## config.mk

```make
export PLATFORM = sky130hd
export DESIGN_NAME = approx_err_monitor
export DESIGN_NICKNAME = d
export VERILOG_FILES = /design/src/rtl/approx_err_monitor.sv
export SDC_FILE = /design/constraint.sdc
export NUM_CORES = 1
export LEC_CHECK = 0
export BUFFER_PORTS_ARGS = -buffer_cell sky130_fd_sc_hd__buf_2
export CAP_MARGIN = 20
export CORE_MARGIN = 4
export CORE_UTILIZATION = 39
export CTS_CLUSTER_DIAMETER = 80
export DETAILED_ROUTE_END_ITERATION = 16
export SYNTH_ARGS = -nofsm -noshare
export SYNTH_HDL_FRONTEND = slang
export SYNTH_SLANG_ARGS = --single-unit
```

## constraint.sdc

```tcl
create_clock -name clk -period 6.7 [get_ports clk]
set_input_delay 1.005 -clock clk [delete_from_list [all_inputs] [get_ports clk]]
set_output_delay 1.005 -clock clk [all_outputs]
set_load 0.01 [all_outputs]
```

## src/rtl/approx_err_monitor.sv

```systemverilog
// Error-statistics monitor for lower-part-OR approximate adders: recomputes A+B,
// accumulates |(A+B)-Y| stats over a window. `APPROX_MON_SQERR_EN adds out_sq_sum.
module approx_err_monitor #(
  parameter int W     = 6,
  parameter int CNT_W = 16,
  parameter int ACC_W = 24
) (
  input  logic             clk,
  input  logic             rst,
  input  logic             start,
  input  logic [CNT_W-1:0] window,
  output logic             busy,
  input  logic             in_valid,
  output logic             in_ready,
  input  logic [W-1:0]     in_a,
  input  logic [W-1:0]     in_b,
  input  logic [W:0]       in_y,
  output logic             out_valid,
  input  logic             out_ready,
  output logic [ACC_W-1:0] out_err_sum,
  output logic [W:0]       out_err_max,
`ifdef APPROX_MON_SQERR_EN
  output logic [ACC_W-1:0] out_sq_sum,
`endif
  output logic [CNT_W-1:0] out_err_cnt
);

  typedef enum logic [1:0] {IDLE, RUN, FLUSH, DONE} state_t;

  localparam int SUM_EW = ((W + 1) > ACC_W ? (W + 1) : ACC_W) + 1;
  localparam logic [SUM_EW-1:0] SUM_MAX = {{(SUM_EW - ACC_W){1'b0}}, {ACC_W{1'b1}}};

  state_t           state, state_nx;
  logic [CNT_W-1:0] win_q, acc_cnt;
  logic             accept, last_acc, start_ok;

  assign accept   = in_valid & in_ready;
  assign last_acc = accept && ((acc_cnt + CNT_W'(1)) == win_q);
  assign start_ok = (state == IDLE) && start && (window != '0);

  always_comb begin
    // NOTE: every output gets a default first so no path through the case infers a latch.
    state_nx  = state;
    in_ready  = 1'b0;
    out_valid = 1'b0;
    busy      = (state != IDLE);
    case (state)
      IDLE:    if (start_ok) state_nx = RUN;
      RUN: begin
        in_ready = 1'b1;
        if (last_acc) state_nx = FLUSH;
      end
      FLUSH:   state_nx = DONE;
      DONE: begin
        out_valid = 1'b1;
        if (out_ready) state_nx = IDLE;
      end
      default: state_nx = IDLE;
    endcase
  end

  // NOTE: non-blocking assignments so every register samples pre-edge values.
  always_ff @(posedge clk) begin
    if (rst) state <= IDLE;
    else     state <= state_nx;
  end

  always_ff @(posedge clk) begin
    if (rst) begin
      win_q   <= '0;
      acc_cnt <= '0;
    end else if (start_ok) begin
      win_q   <= window;
      acc_cnt <= '0;
    end else if (accept) begin
      acc_cnt <= acc_cnt + CNT_W'(1);
    end
  end

  // Stage 1: exact sum and error distance of the accepted sample.
  logic [W:0] exact, ed_d, ed_q;
  logic       v1, nz_q;

  assign exact = {1'b0, in_a} + {1'b0, in_b};
  assign ed_d  = (exact >= in_y) ? (exact - in_y) : (in_y - exact);

  always_ff @(posedge clk) begin
    if (rst) begin
      v1   <= 1'b0;
      ed_q <= '0;
      nz_q <= 1'b0;
    end else begin
      v1 <= accept;
      if (accept) begin
        ed_q <= ed_d;
        nz_q <= (ed_d != '0);
      end
    end
  end

  // Stage 2: saturating accumulation; outputs are the accumulators themselves.
  logic [SUM_EW-1:0] sum_ext;
  assign sum_ext = SUM_EW'(out_err_sum) + SUM_EW'(ed_q);

  always_ff @(posedge clk) begin
    if (rst || start_ok) begin
      out_err_sum <= '0;
      out_err_max <= '0;
      out_err_cnt <= '0;
    end else if (v1) begin
      out_err_sum <= (sum_ext > SUM_MAX) ? '1 : ACC_W'(sum_ext);
      if (ed_q > out_err_max) out_err_max <= ed_q;
      if (nz_q && (out_err_cnt != '1)) out_err_cnt <= out_err_cnt + CNT_W'(1);
    end
  end

`ifdef APPROX_MON_SQERR_EN
  localparam int P_W   = 2 * (W + 1);
  localparam int SQ_EW = (P_W > ACC_W ? P_W : ACC_W) + 1;
  localparam logic [SQ_EW-1:0] SQ_MAX = {{(SQ_EW - ACC_W){1'b0}}, {ACC_W{1'b1}}};

  logic [P_W-1:0]   sq;
  logic [SQ_EW-1:0] sq_ext;
  assign sq     = P_W'(ed_q) * P_W'(ed_q);
  assign sq_ext = SQ_EW'(out_sq_sum) + SQ_EW'(sq);

  always_ff @(posedge clk) begin
    if (rst || start_ok) out_sq_sum <= '0;
    else if (v1)         out_sq_sum <= (sq_ext > SQ_MAX) ? '1 : ACC_W'(sq_ext);
  end
`endif

endmodule

```

# After elaboration in Yosys (flattened, before gate mapping)
# Cells that the tools add are included.
[word_totals] ff_bits=90 in_bits=40 output_inout_bits=50 wordCells=48
[classes] add_sub_neg=6 order_cmp=3 eq_ne=8 n_mux=8 bitwise_logic=1 reduce_logical=13
[op_table] op="$add 16x1->16 const B" n=2
[op_table] op="$add 24x7->25" n=1
[op_table] op="$gt 25x24->1 const B" n=1
[op_table] op="$mux 24" n=1
[op_table] op="$eq 16x16->1" n=1
[op_table] op="$ne 16x16->1 const B" n=1
[op_table] op="$reduce_bool 16->1" n=1
[op_table] op="$sub 7x7->7" n=2
[op_table] op="$pmux 2 s4" n=1
[op_table] op="$add 6x6->7" n=1
[op_table] op="$ge 7x7->1" n=1
[op_table] op="$gt 7x7->1" n=1
[op_table] op="$mux 7" n=1
[op_table] op="$reduce_bool 7->1" n=1
[op_table] op="$mux 2" n=3
[op_table] op="$ne 2x2->1 const B" n=3
[op_table] op="$eq 2x2->1 const B" n=2
[op_table] op="$logic_and 1x1->1" n=4
[op_table] op="$reduce_and 2->1" n=2
[op_table] op="$reduce_and 3->1" n=1
[op_table] op="$eq 2x1->1 const B" n=1
[op_table] op="$logic_not 2->1" n=1
[op_table] op="$mux 1" n=2
[op_table] op="$reduce_bool 2->1" n=1
[op_table] op="3 further kinds" n=3

# Longest topological paths before layout
[logic_depth] depth_word=6 ltp_mapped=15 mapped_depth_nobuf=15

# Least setup slack after synthesis
# OpenSTA, ideal clock, no wires.
[synth_timing] path_type="input-to-reg" start="input port in_a[0]" end="register nz_q" setup_ns=0.132 t_arrival_ns=4.076 t_required_ns=6.568 setup_slack_ns=2.492 stages=14 n_path_buf=0 cell_sequence="ha_1 > fa_1 > a21o_1 > a21oi_1 > nor2b_1 > o21ai_0 > nand2b_1 > ha_1 > or4_4 > o31ai_4 > mux2_2 > a22oi_1 > xor2_1 > a311oi_1"
[synth_via] elab_chain_cells=4 elab_cells_between_ends=6 classes_between="add/sub: 3; order compare: 1; mux: 1; reduce/logical: 1"
[synth_lines] item="start: declaration" line_no="15" rtl="input logic [W-1:0] in_a,"
[synth_lines] item="$add 6x6->7 (*)" line_no="84" rtl="assign exact = {1'b0, in_a} + {1'b0, in_b};"
[synth_lines] item="$sub 7x7->7 / $ge 7x7->1 (equally long branches)" line_no="85" rtl="assign ed_d = (exact >= in_y) ? (exact - in_y) : (in_y - exact);"
[synth_lines] item="$mux 7 (*)" line_no="85"
[synth_lines] item="$reduce_bool 7->1 (*)" line_no="96" rtl="nz_q <= (ed_d != '0);"
[synth_lines] item="end signal: assignment" line_no="96"
[synth_lines] item="end: declaration" line_no="82" rtl="logic v1, nz_q;"
# Every way passes the cells marked *; elsewhere a longest branch is shown, timed or not.
# A chain may end at the register's enable or synchronous reset.

# Worst setup path after layout
# Ends and elaborated chain as after synthesis.

==> run summary <==
Status: complete, no violations
Initial antenna violation count: 0
Via density: 5.45
CP max-delay cell: or4_4
Die width: 129 um
Io pins: 90
# nets final: 828
Ant. Diodes: 0
EDFF count, synth: 0
Commonest non-fill, non-tap cell in the layout: dfxtp_1
Final Hold Fails: 0
Cts bufs inserted: 9
CTS Hold Bufs: 0
First-pass GRT wire length: 23000 um
Most frequent cells in the layout: 90 x dfxtp_1, 89 x buf_2, 72 x nor2_1
TritonCTS clock tree: yes
Post_cts resized: 0
Hold Path Depth: 2
Rel. slew slack: 0.408
Pre-CTS setup slack: 2.08 ns
Internal power: 1.06 mW
Root Buffer: clkbuf_16
# Post-CTS Setup Buffers: 0
Final worst setup slack: 2.46 ns
CTS max path bufs: 2
Period utilization: 0.634
Post-route ant nets: 0
Worst path cell trace: buf_2 -> ha_1 -> fa_1 -> a21o_1 -> a21oi_1 -> xnor2_1 -> ha_1 -> or4_4 -> o31ai_4 -> mux2_2 -> a22oi_1 -> xor2_1 -> a311oi_1
Crit path launch type: input port
Worst Hold Class: flip-flop to flip-flop
Switch share: 0.320
WL per Instance: 14.8 um
Worst-path clk slew: 0.06 ns
CP top delay family: compound AO/OA/AOI/OAI gates
Count of different cell masters after synthesis: 59
Final Instance Area: 6490 um2
Syn_area_per_cell: 8.42 um2
PwrDens: 241 nW/um2
Sequential share of power: 0.391
Syn_nets: 757
CP Class: input port to flip-flop
Peak Freq: 236 MHz
Gate Count Post-Synth: 673
Fillers: 1389
WP depth: 13
Mapped Area: 5670 um2
Slew @ Worst Pin: 0.888 ns
FF-to-FF path depth: 10
Die Span Y: 129 um
Clock share of power: 0.315
Port bufs: 89
DP Area: 6210 um2
RSZ-0062 raised after global routing: no
First-pass DRT Iterations: 4
WP data required: 6.90 ns
Clk_lat worst skew: 0.34 ns
Layout cell share with drive strength beyond 1: 0.164
Vias in the first global route: 4840
Critical path arrival: 4.45 ns
Largest net degree at the start of global routing: 44
All-layer global routing usage: 0.168
CP Buf/Inv Count: 1
Row count: 43
Sequential cell area: 1800 um2
Sum Neg Setup Slack: 0 ns
DR iter-0 viols: 316
Max VDD drop: 0.120 mV
Max Cap Viol: 0
Final Wtd Congestion: 0.840
Sink Count: 90
DIE AREA: 16500 um2
WHS: 0.476 ns
DR vias: 5046
Worst path most repeated cell: ha_1
Crit Path Max Fanout: 10
Final wirelength: 13700 um
Post-synthesis sequential area ratio: 0.318
Pins Over Slew Limit: 0
Synth-to-Final Area Change: 14.5%
Setup Viol. Count Final: 0
Final Skew: 0.00610 ns
Crit path largest cell delay: 0.55 ns
Congestion Overflow GR: 0
Leakage: 2.73 nW
Minimum clock period: 4.24 ns
Starting Density: 0.404
CP endpoint kind: flip-flop
Detailed Place HPWL: 10400 um
CTS H-tree lvls: 3
Logic pwr share: 0.294
Yosys warning count: 0
Core ar.: 14000 um2
Yosys reg bits: 90
# DRC: 0
NetSw: 0.502 mW
Multi-input gate area: 3580 um2
Synth Flop Type: dfxtp_1
Asr flop ratio synth: 0
[layer usage]
metal / share of wire / vias to the layer above / track usage / routed length (um)
li1: - / 2534 / - / -
met1: 0.48 / 2376 / 0.223 / 6510
met3: 0.045 / 24 / 0.0266 / 613
met2: 0.45 / 112 / 0.270 / 6180
met4: 0.027 / 0 / 0.0778 / 365
met5: 0 / - / 0 / 0
[state kept, by name (all words and copies together) (netlist names)]
register	count
acc_cnt	16
ed_q	7
nz_q	1
out_err_cnt	16
out_err_max	7
out_err_sum	24
state	2
v1	1
win_q	16
[power groups by stage]
stage	clock, mW	sequential, mW	combinational (mW)
after floorplan	0	0.612	0.358
after global placement	0	0.623	0.446
after detailed placement	0	0.625	0.464
after CTS	0.509	0.614	0.465
after global routing	0.531	0.618	0.522
final	0.493	0.613	0.461
[per-stage QoR]
stage | utilization | instances | power [mW]
after floorplan | - | 673 | 0.971
after global placement | 0.442 | 913 | 1.07
after detailed placement | 0.442 | 913 | 1.09
after CTS | 0.462 | 926 | 1.59
after global routing | 0.462 | 926 | 1.67
final | 0.462 | 926 | 1.57
[cell usage after synthesis (3+ instances only)]
cell,n,share of area
dfxtp_1,90,0.32
nor2_1,72,0.048
nand2_1,51,0.034
ha_1,40,0.088
inv_1,36,0.024
xnor2_1,35,0.054
mux2i_1,34,0.060
a21oi_1,33,0.029
o21ai_0,27,0.024
clkbuf_1,23,0.015
nand3_1,21,0.019
xor2_1,21,0.032
nand4_1,18,0.020
and3_1,17,0.019
nor3_1,14,0.012
nor4_1,10,0.011
a31oi_1,9,0.0099
o21a_1,9,0.012
a311oi_1,8,0.012
nand2b_1,8,0.0088
or3_1,7,0.0077
and4_1,6,0.0093
nor2b_1,6,0.0066
a21o_1,5,0.0066
and2_1,5,0.0055
buf_4,5,0.0066
nor3b_1,5,0.0066
a211oi_1,4,0.0053
fa_1,4,0.014
a31o_2,3,0.0046
a41oi_1,3,0.0046
buf_2,3,0.0026
nand3b_1,3,0.0040
o211ai_1,3,0.0040
o21bai_1,3,0.0040
[cell families after synthesis]
logic type      after synthesis  synth area share
buf+inv                      68            0.0503
xor+xnor                     56            0.0865
fa+ha+maj                    44             0.102
mux                          36            0.0640
simple gates                252             0.227
compound gates              127             0.152
flops                        90             0.318
[final cells by class]
class,count,area share
Sequential cell,90,0.277
Inverter,36,0.0208
Timing Repair Buffer,92,0.0721
Clock buffer,10,0.0368
Multi-Input combinational cell,515,0.552
Tap cell,180,0.0347
Clock inverter,3,0.00655
[tightest hold or removal path, delay by kind of cell, from the launching register on]
family / cells / cell delay [ns]
multiplexers: 1 / 0.05
AND/OR/NAND/NOR: 1 / 0.06
flip-flops: 1 / 0.32
[worst paths after layout]
kind	to	slack, ns	startpoint
setup / recovery	nz_q	2.46	in_a[0]
hold / removal	out_err_max[6]	0.48	out_err_max[6]
setup reg to reg	out_err_sum[21]	3.74	out_err_sum[0]
hold reg to reg	out_err_max[6]	0.48	out_err_max[6]
No activity file was read; power rests on OpenSTA's default activity.
